### src/rtl/mmio_request_sequencer_if.sv
// Host command/response channel plus MMIO read/write channels
// toward the memory mapper, bundled for the request sequencer.
interface mmio_request_sequencer_if #(
  parameter int INDEX_WIDTH = 32,
  parameter int DATA_WIDTH  = 32
);
  logic                   cmd_valid;
  logic                   cmd_ready;
  logic                   cmd_write;
  logic [INDEX_WIDTH-1:0] cmd_index;
  logic [DATA_WIDTH-1:0]  cmd_data;

  logic                   rsp_valid;
  logic                   rsp_ready;
  logic [DATA_WIDTH-1:0]  rsp_data;
  logic                   rsp_error;

  logic                   read_req;
  logic [INDEX_WIDTH-1:0] read_index;
  logic [DATA_WIDTH-1:0]  read_data;
  logic                   read_ack;

  logic                   write_req;
  logic [INDEX_WIDTH-1:0] write_index;
  logic [DATA_WIDTH-1:0]  write_data;
  logic                   write_ack;

  logic [15:0]            timeout_count;

  modport slave (
    input  cmd_valid, cmd_write, cmd_index, cmd_data,
    input  rsp_ready, read_data, read_ack, write_ack,
    output cmd_ready, rsp_valid, rsp_data, rsp_error,
    output read_req, read_index,
    output write_req, write_index, write_data,
    output timeout_count
  );

  modport master (
    output cmd_valid, cmd_write, cmd_index, cmd_data,
    output rsp_ready, read_data, read_ack, write_ack,
    input  cmd_ready, rsp_valid, rsp_data, rsp_error,
    input  read_req, read_index,
    input  write_req, write_index, write_data,
    input  timeout_count
  );
endinterface

### src/rtl/mmio_request_sequencer.sv
// Single-outstanding MMIO engine: holds a request until ack or
// timeout, then returns data/status over the response channel.
module mmio_request_sequencer #(
  parameter int INDEX_WIDTH    = 32,
  parameter int DATA_WIDTH     = 32,
  parameter int TIMEOUT_CYCLES = 1024,
  parameter logic [DATA_WIDTH-1:0] ERROR_DATA =
    DATA_WIDTH'(32'hDEADBEEF)
) (
  input logic clock,
  input logic reset,
  mmio_request_sequencer_if.slave bus
);

  localparam int I_IDLE  = 0;
  localparam int I_READ  = 1;
  localparam int I_WRITE = 2;
  localparam int I_RSP   = 3;

  typedef enum logic [3:0] {
    S_IDLE  = 4'b0001,
    S_READ  = 4'b0010,
    S_WRITE = 4'b0100,
    S_RSP   = 4'b1000
  } state_t;

  localparam bit TO_EN = TIMEOUT_CYCLES > 0;
  localparam int CW =
    (TIMEOUT_CYCLES > 2) ? $clog2(TIMEOUT_CYCLES) : 1;
  localparam int LAST = TO_EN ? TIMEOUT_CYCLES - 1 : 0;
  localparam logic [CW-1:0] TO_LAST = CW'(LAST);

  state_t state_q, state_d;

  logic [INDEX_WIDTH-1:0] idx_q;
  logic [DATA_WIDTH-1:0]  dat_q;
  logic [CW-1:0]          cnt_q;
  logic [DATA_WIDTH-1:0]  rsp_data_q;
  logic                   rsp_err_q;
  logic [15:0]            tc_q;

  logic in_req;
  logic ack;
  logic to_hit;

  // One-hot state: each req output is a single flop bit.
  assign in_req = state_q[I_READ] | state_q[I_WRITE];
  assign ack = state_q[I_READ]  ? bus.read_ack :
               state_q[I_WRITE] ? bus.write_ack : 1'b0;
  assign to_hit = TO_EN && in_req && !ack &&
                  (cnt_q == TO_LAST);

  always_ff @(posedge clock) begin
    if (reset) state_q <= S_IDLE;
    else       state_q <= state_d;
  end

  always_comb begin
    state_d = state_q;
    unique case (1'b1)
      state_q[I_IDLE]:
        if (bus.cmd_valid)
          state_d = bus.cmd_write ? S_WRITE : S_READ;
      state_q[I_READ]:
        if (bus.read_ack || to_hit) state_d = S_RSP;
      state_q[I_WRITE]:
        if (bus.write_ack || to_hit) state_d = S_RSP;
      state_q[I_RSP]:
        if (bus.rsp_ready) state_d = S_IDLE;
      default: state_d = S_IDLE;
    endcase
  end

  always_comb begin
    bus.cmd_ready   = state_q[I_IDLE];
    bus.rsp_valid   = state_q[I_RSP];
    bus.read_req    = state_q[I_READ];
    bus.read_index  = state_q[I_READ] ? idx_q : '0;
    bus.write_req   = state_q[I_WRITE];
    bus.write_index = state_q[I_WRITE] ? idx_q : '0;
    bus.write_data  = state_q[I_WRITE] ? dat_q : '0;
  end

  assign bus.rsp_data      = rsp_data_q;
  assign bus.rsp_error     = rsp_err_q;
  assign bus.timeout_count = tc_q;

  always_ff @(posedge clock) begin
    if (reset) begin
      idx_q      <= '0;
      dat_q      <= '0;
      cnt_q      <= '0;
      rsp_data_q <= '0;
      rsp_err_q  <= 1'b0;
      tc_q       <= '0;
    end else begin
      if (state_q[I_IDLE] && bus.cmd_valid) begin
        idx_q <= bus.cmd_index;
        dat_q <= bus.cmd_data;
        cnt_q <= '0;
      end else if (in_req) begin
        cnt_q <= cnt_q + 1'b1;
      end

      // Ack takes priority over a timeout on the same edge.
      if (state_q[I_READ] && bus.read_ack) begin
        rsp_data_q <= bus.read_data;
        rsp_err_q  <= 1'b0;
      end else if (state_q[I_WRITE] && bus.write_ack) begin
        rsp_data_q <= '0;
        rsp_err_q  <= 1'b0;
      end else if (to_hit) begin
        rsp_data_q <= state_q[I_READ] ? ERROR_DATA : '0;
        rsp_err_q  <= 1'b1;
        if (tc_q != 16'hFFFF) tc_q <= tc_q + 16'd1;
      end
    end
  end

endmodule

### src/flat_wrapper.sv
// flat-port wrapper written by rule: the top's interface ports become plain ports
module mmio_request_sequencer_flat 
#(
  parameter int INDEX_WIDTH    = 32,
  parameter int DATA_WIDTH     = 32,
  parameter int TIMEOUT_CYCLES = 1024,
  parameter logic [DATA_WIDTH-1:0] ERROR_DATA =
    DATA_WIDTH'(32'hDEADBEEF)
)
  (clock, reset, bus_cmd_valid, bus_cmd_write, bus_cmd_index, bus_cmd_data, bus_rsp_ready, bus_read_data, bus_read_ack, bus_write_ack, bus_cmd_ready, bus_rsp_valid, bus_rsp_data, bus_rsp_error, bus_read_req, bus_read_index, bus_write_req, bus_write_index, bus_write_data, bus_timeout_count);
  mmio_request_sequencer_if #(.INDEX_WIDTH(INDEX_WIDTH), .DATA_WIDTH(DATA_WIDTH)) bus_i ();
  input logic clock;
  input logic reset;
  input wire logic [$bits(bus_i.cmd_valid)-1:0] bus_cmd_valid;
  input wire logic [$bits(bus_i.cmd_write)-1:0] bus_cmd_write;
  input wire logic [$bits(bus_i.cmd_index)-1:0] bus_cmd_index;
  input wire logic [$bits(bus_i.cmd_data)-1:0] bus_cmd_data;
  input wire logic [$bits(bus_i.rsp_ready)-1:0] bus_rsp_ready;
  input wire logic [$bits(bus_i.read_data)-1:0] bus_read_data;
  input wire logic [$bits(bus_i.read_ack)-1:0] bus_read_ack;
  input wire logic [$bits(bus_i.write_ack)-1:0] bus_write_ack;
  output wire logic [$bits(bus_i.cmd_ready)-1:0] bus_cmd_ready;
  output wire logic [$bits(bus_i.rsp_valid)-1:0] bus_rsp_valid;
  output wire logic [$bits(bus_i.rsp_data)-1:0] bus_rsp_data;
  output wire logic [$bits(bus_i.rsp_error)-1:0] bus_rsp_error;
  output wire logic [$bits(bus_i.read_req)-1:0] bus_read_req;
  output wire logic [$bits(bus_i.read_index)-1:0] bus_read_index;
  output wire logic [$bits(bus_i.write_req)-1:0] bus_write_req;
  output wire logic [$bits(bus_i.write_index)-1:0] bus_write_index;
  output wire logic [$bits(bus_i.write_data)-1:0] bus_write_data;
  output wire logic [$bits(bus_i.timeout_count)-1:0] bus_timeout_count;
  assign bus_i.cmd_valid = bus_cmd_valid;
  assign bus_i.cmd_write = bus_cmd_write;
  assign bus_i.cmd_index = bus_cmd_index;
  assign bus_i.cmd_data = bus_cmd_data;
  assign bus_i.rsp_ready = bus_rsp_ready;
  assign bus_i.read_data = bus_read_data;
  assign bus_i.read_ack = bus_read_ack;
  assign bus_i.write_ack = bus_write_ack;
  assign bus_cmd_ready = bus_i.cmd_ready;
  assign bus_rsp_valid = bus_i.rsp_valid;
  assign bus_rsp_data = bus_i.rsp_data;
  assign bus_rsp_error = bus_i.rsp_error;
  assign bus_read_req = bus_i.read_req;
  assign bus_read_index = bus_i.read_index;
  assign bus_write_req = bus_i.write_req;
  assign bus_write_index = bus_i.write_index;
  assign bus_write_data = bus_i.write_data;
  assign bus_timeout_count = bus_i.timeout_count;
  mmio_request_sequencer #(.INDEX_WIDTH(INDEX_WIDTH), .DATA_WIDTH(DATA_WIDTH), .TIMEOUT_CYCLES(TIMEOUT_CYCLES), .ERROR_DATA(ERROR_DATA)) u_core (.clock(clock), .reset(reset), .bus(bus_i));
endmodule
### config.mk
export PLATFORM = sky130hd
export DESIGN_NAME = mmio_request_sequencer_flat
export DESIGN_NICKNAME = d
export VERILOG_FILES = /design/src/rtl/mmio_request_sequencer_if.sv /design/src/rtl/mmio_request_sequencer.sv /design/src/flat_wrapper.sv
export SDC_FILE = /design/constraint.sdc
export NUM_CORES = 1
export LEC_CHECK = 0
export CAP_MARGIN = 20
export CORE_UTILIZATION = 42
export DETAILED_ROUTE_END_ITERATION = 10
export PLACE_DENSITY = 0.85
export SLEW_MARGIN = 20
export SYNTH_ARGS = -nofsm -noshare
export SYNTH_HDL_FRONTEND = slang
export SYNTH_SLANG_ARGS = --single-unit
### constraint.sdc
create_clock -name clock -period 2.56 [get_ports clock]
set_clock_uncertainty 0.05 [all_clocks]
set_input_delay 0.512 -clock clock [delete_from_list [all_inputs] [get_ports clock]]
set_output_delay 0.512 -clock clock [all_outputs]
set_load 0.01 [all_outputs]
==> metrics.txt <==
post-synthesis sequential area ratio 46.5%; Remaining Overflow, GRT 0; WL final 16.2 mm; clock power share 47.7%; ant diodes 0; 1st-iter DRT viols 405; cts hold-fix bufs 0; first-pass GRT wire length 24.7 mm; Via density 5.04; Initial Utilization 43.1%; Core ar. 12,700 µm²; Slew Limit Fails 0; die width 116 µm; cell taking the most area after synthesis dfxtp_1; warnings from Yosys 0; Netlist cell types 38; EDFF count, synth 0; r2r endpoint u_core.bus.timeout_count[13]; FMAX 407 MHz; async set or reset register ratio after synthesis 0%; Least-Margin Pin Slew 643 ps; HPWL reported at the end of detailed placement 11.2 mm; cts bufs inserted 17; postcts setup bufs 0; WHS Path Cells 2; Hold/Removal Path Class flip-flop to flip-flop; routability cong. 0.800; fin nets 1,040; WP data required 2000 ps; Clock Pin Slew Worst Setup and Hold Paths 50 ps; initial antenna violation count 0; Critical Path Fanout Max 64; non-filler instance count after layout 1,120; die area 13,500 µm²; status completed; Hold Path End u_core.dat_q[17]; Netlist Area Pre-Place 5460 µm²; Switching Fraction 22.9%; Die H 116 µm; Lkg Pwr 3.24 nW; Synth area leaders dfxtp_1, and2_1, nand2_1, a21oi_1, nor2_1; hold path start u_core.dat_q[17]; area grow syn2layout 60.5%; DR pass1 iterations 5; Synthesized Nets 807; max-capacitance violation count 0; H-tree Lvls 4; row count 41; vias 5,646; DP Cell Count 1,088; Max VDD drop 0.457 mV; Main synth FF type dfxtp_1; vias in the first global route 5,059; crit path DAT 1900 ps; FF+latch count, synth 127; largest net degree at the start of global routing 65; Resized Gates After CTS 0; unrepaired setup endpoints after global routing false; worst r2r path cells 6; clk buf depth 2; CTS tree yes; share of cells above drive strength 1 5.49%; Worst-Skew Late Latency 410 ps; Reg power frac 40.5%; ratio of final minimum period to clock period 96.0%; Total GRT Usage 23.6%; combinational share of power 11.8%; post-synth top area share 46.5%; DRC viols 0; design area 8770 µm²; CP Capture Type primary output; Pwr Density 602 nW/µm²; CTS Root Cell clkbuf_16; Final min period 2460 ps; IO buf count 251; Reg2Reg Launch Point u_core.bus.timeout_count[0]; IO Pins 252; Final Util 69.2%; final setup violation count 0; r2r setup slk 310 ps; most common cell after layout, fill and taps aside clkdlybuf4s50_1; commonest cells after routing, fill and taps aside clkdlybuf4s50_1, nand2_1, dfxtp_1; DRT antenna net count 0; Wirelength per Cell 14.5 µm; slew margin rel. 57.1%; Setup TNS 0 ps; Cell Int Power 4.07 mW; placed cell areas 8140 µm²; CP Launch Type flip-flop; final hold vios 0; CP Class flip-flop to primary output; cells after synthesis 702; Num Clock Sinks 127; syn_area_per_cell 7.78 µm²; switching power of the nets 1.21 mW
## per-stage QoR
stage,hold WS (ps),worst slack (ps),total power [mW]
floorplan,382,487,2.45
global placement,388,132,2.79
detailed placement,392,46.1,2.80
CTS,399,77.5,5.31
global route,414,34.0,5.48
finish,397,102,5.28
## power groups by stage
stage	registers [mW]	clock network [mW]	logic, mW
6_report	2.14	2.51	0.624
4_1_cts	2.14	2.55	0.628
3_5_place_dp	2.18	0	0.622
2_1_floorplan	2.18	0	0.272
5_1_grt	2.15	2.65	0.684
3_3_place_gp	2.17	0	0.613
## cell usage after synthesis (3+ instances only)
master and n:
and3_1 4, o21ai_0 7, buf_1 6, a21oi_1 101
o31ai_1 5, nor3_1 25, or4_1 5, and4_1 3
xnor2_1 9, o2111ai_1 4, clkbuf_1 40, nand3_1 9
nand2_1 139, inv_1 7, and2_1 102, a22oi_1 8
nand4_1 7, dfxtp_1 127, nor4_1 8, xor2_1 5
or3_1 4, nor2_1 54
## logic make-up (layout without fill, tap and decap cells)
family,after synthesis,after routing,share of synthesized area (%)
simple gates,365,365,32.4
compound gates,134,134,13.6
flops,127,127,46.5
buf+inv,59,305,4.51
xor+xnor,14,14,2.24
fa+ha+maj,2,2,0.458
mux,1,1,0.183
## sequential cells by signal (all words and copies together), names as in the netlist
| name | flops |
|---|---|
| u_core.bus.rsp_data | 32 |
| u_core.bus.rsp_error | 1 |
| u_core.bus.timeout_count | 16 |
| u_core.cnt_q | 10 |
| u_core.dat_q | 32 |
| u_core.idx_q | 32 |
| u_core.state_q | 4 |
## worst max-delay path, cell delays in order, from the launching register on
cell and delay [ps]:
dfxtp_2 460, buf_12 260, and2_1 210, clkdlybuf4s50_1 540
## worst max-delay path by stage
stage	startpoint	end	slack (ps)	depth (start not counted)
finish	u_core.state_q[2]	bus_write_index[15]	100	3
global route	u_core.state_q[2]	bus_write_data[30]	30	3
CTS	u_core.state_q[2]	bus_write_index[15]	80	3
detailed placement	bus_write_ack	u_core.bus.timeout_count[13]	50	6
global placement	bus_read_ack	u_core.bus.timeout_count[13]	130	6
floorplan	bus_read_ack	u_core.bus.timeout_count[7]	490	8
## area by class of cell
type / instances / area (µm²)
Clock buffer: 23 / 498
Clock inverter: 9 / 130
Fill cell: 1048 / 3900
Inverter: 7 / 26.3
Multi-Input combinational cell: 516 / 2680
Sequential cell: 127 / 2540
Tap cell: 172 / 215
Timing Repair Buffer: 266 / 2670
## routing by layer
metal,global-route usage [%],share of wire [%],up-vias
met1,27.2,40,2595
met3,8.42,9.3,27
met2,39.6,48,223
met5,0,0,-
li1,-,-,2801
met4,10.1,2.0,0
Note: power is estimated with default switching activity, not from simulation.
